===== src/rtl/spi_access_sched.sv =====
`timescale 1ns/1ps
// spi_access_sched: arbitrates a shared SPI engine between a host trigger,
// a periodic poll timer and an external level request. The engine is given
// one transaction at a time and each transaction is guarded by a timeout.
//
// Handshake: a grant raises spi_start for one cycle and spi_src names the
// winner. The engine answers with a one-cycle spi_done. The external master
// holds ext_req until it sees the one-cycle ext_ack that closes its own
// transaction, whether that transaction completed or timed out.
module spi_access_sched #(
  parameter int PERIOD_CYC  = 100000,
  parameter int TIMEOUT_CYC = 4095
) (
  input  logic        clk,
  input  logic        rst_n,
  input  logic        arm,
  input  logic        go,
  input  logic        ext_req,
  input  logic        spi_done,
  input  logic        err_clr,
  output logic        spi_start,
  output logic [1:0]  spi_src,
  output logic        busy,
  output logic        ext_ack,
  output logic        host_ovr,
  output logic        timeout_err,
  output logic [15:0] txn_count
);

  localparam int PW = (PERIOD_CYC > 1) ? $clog2(PERIOD_CYC) : 1;
  localparam int TW = (TIMEOUT_CYC > 0) ? $clog2(TIMEOUT_CYC + 1) : 1;
  localparam logic [PW-1:0] POLL_LAST = PW'(PERIOD_CYC - 1);
  localparam logic [TW-1:0] TMO_LAST  = TW'(TIMEOUT_CYC);

  typedef enum logic {S_IDLE, S_WAIT} state_t;

  state_t        state_q, state_d;
  logic [1:0]    rst_sync;
  logic          rst_ni;
  logic          go_d1, arm_d1;
  logic          go_rise, arm_rise, poll_evt;
  logic [PW-1:0] poll_cnt;
  logic [TW-1:0] wait_cnt;
  logic          host_pend, timer_pend, ext_pend, ext_busy;
  logic [2:0]    req;
  logic [1:0]    last_q, c1, c2, gnt_src;
  logic          gnt_vld, grant, done_evt, tmo_evt;

  function automatic logic [1:0] rr_next(input logic [1:0] s);
    return (s == 2'd2) ? 2'd0 : s + 2'd1;
  endfunction

  // Reset asserts immediately and releases only on a clock edge
  always_ff @(posedge clk or negedge rst_n) begin
    if (!rst_n) rst_sync <= 2'b00;
    else        rst_sync <= {rst_sync[0], 1'b1};
  end
  assign rst_ni = rst_sync[1];

  assign go_rise  = go & ~go_d1 & arm;
  assign arm_rise = arm & ~arm_d1;
  assign poll_evt = arm & ~arm_rise & (poll_cnt == POLL_LAST);
  // The ack cycle is masked so a master still dropping ext_req is not re-served
  assign ext_busy = (state_q == S_WAIT) && (spi_src == 2'd2);
  assign ext_pend = ext_req & ~ext_busy & ~ext_ack;
  assign req      = {ext_pend, timer_pend, host_pend};

  // Edge-detect history and the free-running poll counter
  always_ff @(posedge clk or negedge rst_ni) begin
    if (!rst_ni) begin
      go_d1    <= 1'b0;
      arm_d1   <= 1'b0;
      poll_cnt <= '0;
    end else begin
      go_d1  <= go;
      arm_d1 <= arm;
      if (!arm || arm_rise || poll_cnt == POLL_LAST) poll_cnt <= '0;
      else                                           poll_cnt <= poll_cnt + 1'b1;
    end
  end

  // Round-robin pick starting just after the last granted source
  always_comb begin
    c1      = rr_next(last_q);
    c2      = rr_next(c1);
    gnt_vld = |req;
    if (req[c1])      gnt_src = c1;
    else if (req[c2]) gnt_src = c2;
    else              gnt_src = last_q;
  end

  // FSM state register
  always_ff @(posedge clk or negedge rst_ni) begin
    if (!rst_ni) state_q <= S_IDLE;
    else         state_q <= state_d;
  end

  // FSM next state: grant leaves IDLE, done or timeout leaves WAIT
  always_comb begin
    state_d = state_q;
    case (state_q)
      S_IDLE:  if (gnt_vld) state_d = S_WAIT;
      S_WAIT:  if (spi_done || wait_cnt == TMO_LAST) state_d = S_IDLE;
      default: state_d = S_IDLE;
    endcase
  end

  // FSM outputs; a done in the timeout cycle counts as completion
  always_comb begin
    busy     = (state_q == S_WAIT);
    grant    = (state_q == S_IDLE) && gnt_vld;
    done_evt = (state_q == S_WAIT) && spi_done;
    tmo_evt  = (state_q == S_WAIT) && !spi_done && (wait_cnt == TMO_LAST);
  end

  // Grant bookkeeping, wait counter and completion reporting
  always_ff @(posedge clk or negedge rst_ni) begin
    if (!rst_ni) begin
      spi_start   <= 1'b0;
      spi_src     <= 2'd0;
      last_q      <= 2'd2;
      wait_cnt    <= '0;
      ext_ack     <= 1'b0;
      txn_count   <= 16'd0;
      timeout_err <= 1'b0;
    end else begin
      spi_start <= grant;
      if (grant) begin
        spi_src <= gnt_src;
        last_q  <= gnt_src;
      end
      if (grant)        wait_cnt <= '0;
      else if (busy)    wait_cnt <= wait_cnt + 1'b1;
      ext_ack   <= (done_evt || tmo_evt) && (spi_src == 2'd2);
      txn_count <= txn_count + {15'd0, done_evt};
      if (tmo_evt)      timeout_err <= 1'b1;
      else if (err_clr) timeout_err <= 1'b0;
    end
  end

  // Pending flags: a new event beats both the grant clear and the disarm clear
  always_ff @(posedge clk or negedge rst_ni) begin
    if (!rst_ni) begin
      host_pend  <= 1'b0;
      timer_pend <= 1'b0;
      host_ovr   <= 1'b0;
    end else begin
      if (go_rise)                              host_pend <= 1'b1;
      else if (!arm)                            host_pend <= 1'b0;
      else if (grant && gnt_src == 2'd0)        host_pend <= 1'b0;
      if (poll_evt)                             timer_pend <= 1'b1;
      else if (!arm)                            timer_pend <= 1'b0;
      else if (grant && gnt_src == 2'd1)        timer_pend <= 1'b0;
      if (go_rise && host_pend)                 host_ovr <= 1'b1;
      else if (err_clr)                         host_ovr <= 1'b0;
    end
  end

endmodule


===== config.mk =====
export PLATFORM = sky130hd
export DESIGN_NAME = spi_access_sched
export DESIGN_NICKNAME = d
export VERILOG_FILES = /design/src/rtl/spi_access_sched.sv
export SDC_FILE = /design/constraint.sdc
export NUM_CORES = 1
export LEC_CHECK = 0
export BUFFER_PORTS_ARGS = -buffer_cell sky130_fd_sc_hd__buf_2
export CORE_UTILIZATION = 43
export DETAILED_ROUTE_END_ITERATION = 10
export HOLD_SLACK_MARGIN = 0.03
export SYNTH_ARGS = -nofsm -noshare
export SYNTH_HDL_FRONTEND = slang
export SYNTH_SLANG_ARGS = --single-unit

===== constraint.sdc =====
create_clock -name clk -period 1.8 [get_ports clk]
set_clock_uncertainty 0.15 [all_clocks]
set_input_delay 0.09 -clock clk [delete_from_list [all_inputs] [get_ports clk]]
set_output_delay 0.09 -clock clk [all_outputs]
set_load 0.005 [all_outputs]

==> results.py <==
metrics = {
    "floorplan": {
        "fp.dieW_um": 80.8,
        "rows": 28,
        "start_util_pct": 44.9,
        "core-area_mm2": 0.00596,
        "io_pins": 30,
        "die_h_um": 80.8,
        "dieArea_mm2": 0.00653,
    },
    "setup_path": {
        "critPathMaxFanout": 5,
        "cp.arrival_ps": 1840,
        "path_class": "reg2reg",
        "cp-start-kind": "register",
        "cp.required_ps": 1900,
        "path_buf_inv": 0,
        "worstSetupEndpointType": "register",
        "reg2reg_slack_ps": 60,
        "slowest_delay_ps": 520,
        "path_cells": "nand3_4 > or2_4 > or4_1 > a21oi_2",
        "crit_slowest_cell": "or4_1",
        "crit_family": "simple AND/OR/NAND/NOR gates",
        "path_depth": 4,
        "reg2regPathDepth": 4,
    },
    "clock_tree": {
        "htreeDepth": 3,
        "cts_tree": "built",
        "clock_sinks": 59,
        "cts_buffer_depth": 2,
        "cts_root_buf": "clkbuf_8",
        "cts_made_buffers": 9,
        "insertion_delay_ps": 330,
        "path_clk_slew_ps": 70,
        "postCtsSetupRepairBufs": 0,
    },
    "timing": {
        "fin_crit_sh_pct": 96.8,
        "rsz0062_at_grt": "true",
        "report.final.slew_viol_count": 0,
        "fmax_mhz": 574,
        "finalCriticalPeriod_ps": 1740,
        "fin_setup_tns_ps": 0,
        "setup_viol": 0,
        "finalHoldViolations": 0,
    },
    "route": {
        "ant_nets": 0,
        "viasPerCell": 5.20,
        "routed_wl_mm": 5.05,
        "drc": 0,
        "vias": 2003,
        "wl_per_cell_um": 13.1,
        "dr.pass1.iters": 6,
        "drt_iter0_drc": 107,
    },
    "yosys": {
        "synth_cell_types": 45,
        "synthCells": 247,
        "synth_fa_ha_area_share_pct": 1.87,
        "synth_compound_area_share_pct": 8.66,
        "synth_edf_count": 0,
        "synth.area.mux_share_pct": 0.421,
        "synth-simple-area-share_pct": 20.4,
        "async_flop_share_pct": 100,
        "ys_seq_area_share_pct": 55.3,
        "syn-num-nets": 258,
        "synth-xor-area-share_pct": 10.5,
        "yosysWarningCount": 0,
        "synth.top_cell.area_share_pct": 54.3,
        "yosysTopAreaCell": "dfrtp_1",
        "synth_top_family_by_area": "simple AND/OR/NAND/NOR gates",
        "yosys_most_used_dff": "dfrtp_1",
        "avgSynthCellArea_um2": 10.8,
        "ys_ff_latch": 59,
        "yosys-top-cells-area": "dfrtp_1, xnor2_1, xor2_1, nand3_1, nor2_1",
        "netlist_area_mm2": 0.00267,
    },
    "place": {
        "port_buffers": 29,
        "dp_hpwl_mm": 3.53,
        "place_area_mm2": 0.00302,
        "place.gp.congestion": 0.779,
    },
    "run": {
        "drv_cap": 0,
    },
    "power": {
        "p_sw_share_pct": 26.3,
        "leakage_uw": 0.00150,
        "max-vdd-ir-drop_v": 0.000669,
        "internal-power_uw": 2590,
        "pwr-share-seq_pct": 46.7,
        "p_sw_uw": 922,
        "clkPwrFrac_pct": 37.1,
        "combPwrFrac_pct": 16.1,
        "p_per_area_mw_per_mm2": 1050,
        "power_uw": 3510,
    },
    "layout": {
        "fin_util_pct": 56.2,
        "diodes": 0,
        "fin_nets": 316,
        "n_fill_cell": 537,
        "area_growth_pct": 25.2,
        "drive_gt1_share_pct": 24.8,
        "finalInstanceArea_mm2": 0.00335,
    },
    "hold_path": {
        "min-delay-path-class": "reg2async",
    },
    "global_route": {
        "track_usage_pct": 17.2,
        "grt_max_degree": 58,
        "grt_overflow": 0,
        "grt_pass1_vias": 1867,
        "antenna_found_initial": 0,
        "grt_first_pass_wirelength_mm": 8.43,
    },
    "outcome": {
        "status": "complete, no violations",
    },
}
==> per-stage QoR <==
stage	setup slack (ps)	hold WS, ps	instances
after floorplan	-25.9	-356	247
after global placement	120	-274	362
after detailed placement	35.3	-273	362
after CTS	29.1	132	385
after global routing	-21.8	141	385
final	57.8	104	385
==> synthesized netlist by cell type, drive strengths merged (2+ instances only) <==
cell type  instances
nand2b             3
and4               4
a21boi             2
o211ai             4
a21oi              7
nor3               5
nor2              25
nor4               4
o21ai              5
and3               4
nand3             20
a21o               2
ha                 4
xor2              14
or2                3
nand4              9
buf                5
nand2             16
dfrtp             58
inv                8
nor4bb             2
xnor2             18
o31ai              5
a22o               4
==> per-layer routing <==
layer,up-vias,GRT usage [%],part of all wire [%]
li1,986,-,-
met5,-,0,0
met4,0,5.54,1.2
met2,37,27.1,47
met3,7,6.18,4.0
met1,973,22.0,48
==> layout make-up <==
cell class | count | area (um^2) | area share, %
flip-flops and latches | 59 | 1480 | 44.2
multi-input cells | 174 | 1160 | 34.7
repair buffers | 53 | 367 | 11.0
clock buffers | 14 | 153 | 4.56
well taps | 75 | 93.8 | 2.80
clock inverters | 2 | 60.1 | 1.80
inverters | 8 | 30.0 | 0.898
==> worst register-to-register path: cells and delay by family, from the launching register on <==
family	cells	cell delay (ps)
simple gates	3	900
flops	1	480
compound gates	1	140
==> logic make-up (layout without fill, tap and decap cells) <==
kind of cell | count (synthesis) | after routing
AND/OR/NAND/NOR | 102 | 102
AO/OA/AOI/OAI | 34 | 34
other | 1 | 1
XOR/XNOR | 32 | 32
adder cells (fa/ha/maj) | 4 | 4
flip-flops | 59 | 59
buffers and inverters | 14 | 77
multiplexers | 1 | 1
==> power groups by stage <==
stage / combinational (uW) / clock (uW) / sequential [uW]
6_report: 566 / 1300 / 1640
3_5_place_dp: 556 / 0 / 1660
3_3_place_gp: 543 / 0 / 1660
2_1_floorplan: 323 / 0 / 1670
5_1_grt: 645 / 1390 / 1670
4_1_cts: 570 / 1330 / 1640
==> flip-flops by register name, indices dropped and copies added, names as in the netlist, 2 cells and up <==
register / count
rst_sync: 2
spi_src: 2
wait_cnt: 12
poll_cnt: 17
txn_count: 16
==> worst paths after layout <==
path | to | start
max | poll_cnt[15] | poll_cnt[2]
max in group asynchronous | rst_sync[1] | rst_n
min reg2reg | poll_cnt[9] | rst_sync[1]
max reg2reg | poll_cnt[15] | poll_cnt[2]
min in group clk | rst_sync[1] | rst_sync[0]
min | poll_cnt[9] | rst_sync[1]
==> what timing repair did <==
action | in CTS | in global routing
setup endpoints to repair | 0 | 15
hold buffers | 7 | 0
gates resized for setup | 0 | 15
hold endpoints to repair | 13 | 0
==> cell usage in the layout, fill, tap and decap left out, types with 3 or more instances in the layout <==
| master | count |
|---|---|
| buf_2 | 29 |
| buf_4 | 14 |
| nand2b_1 | 3 |
| nor2_2 | 4 |
| a22o_1 | 4 |
| clkbuf_1 | 4 |
| dfrtp_1 | 56 |
| xnor2_1 | 18 |
| and4_1 | 3 |
| xor2_1 | 14 |
| nor4_1 | 4 |
| nand2_1 | 16 |
| o211ai_1 | 4 |
| nand3_1 | 19 |
| clkbuf_8 | 10 |
| dlygate4sd3_1 | 7 |
| nor3_1 | 5 |
| inv_1 | 8 |
| o31ai_1 | 5 |
| and3_1 | 3 |
| o21ai_0 | 5 |
| a21oi_1 | 5 |
| nand4_1 | 9 |
| ha_2 | 3 |
| nor2_1 | 20 |
Power figures use the tool's default switching activity.
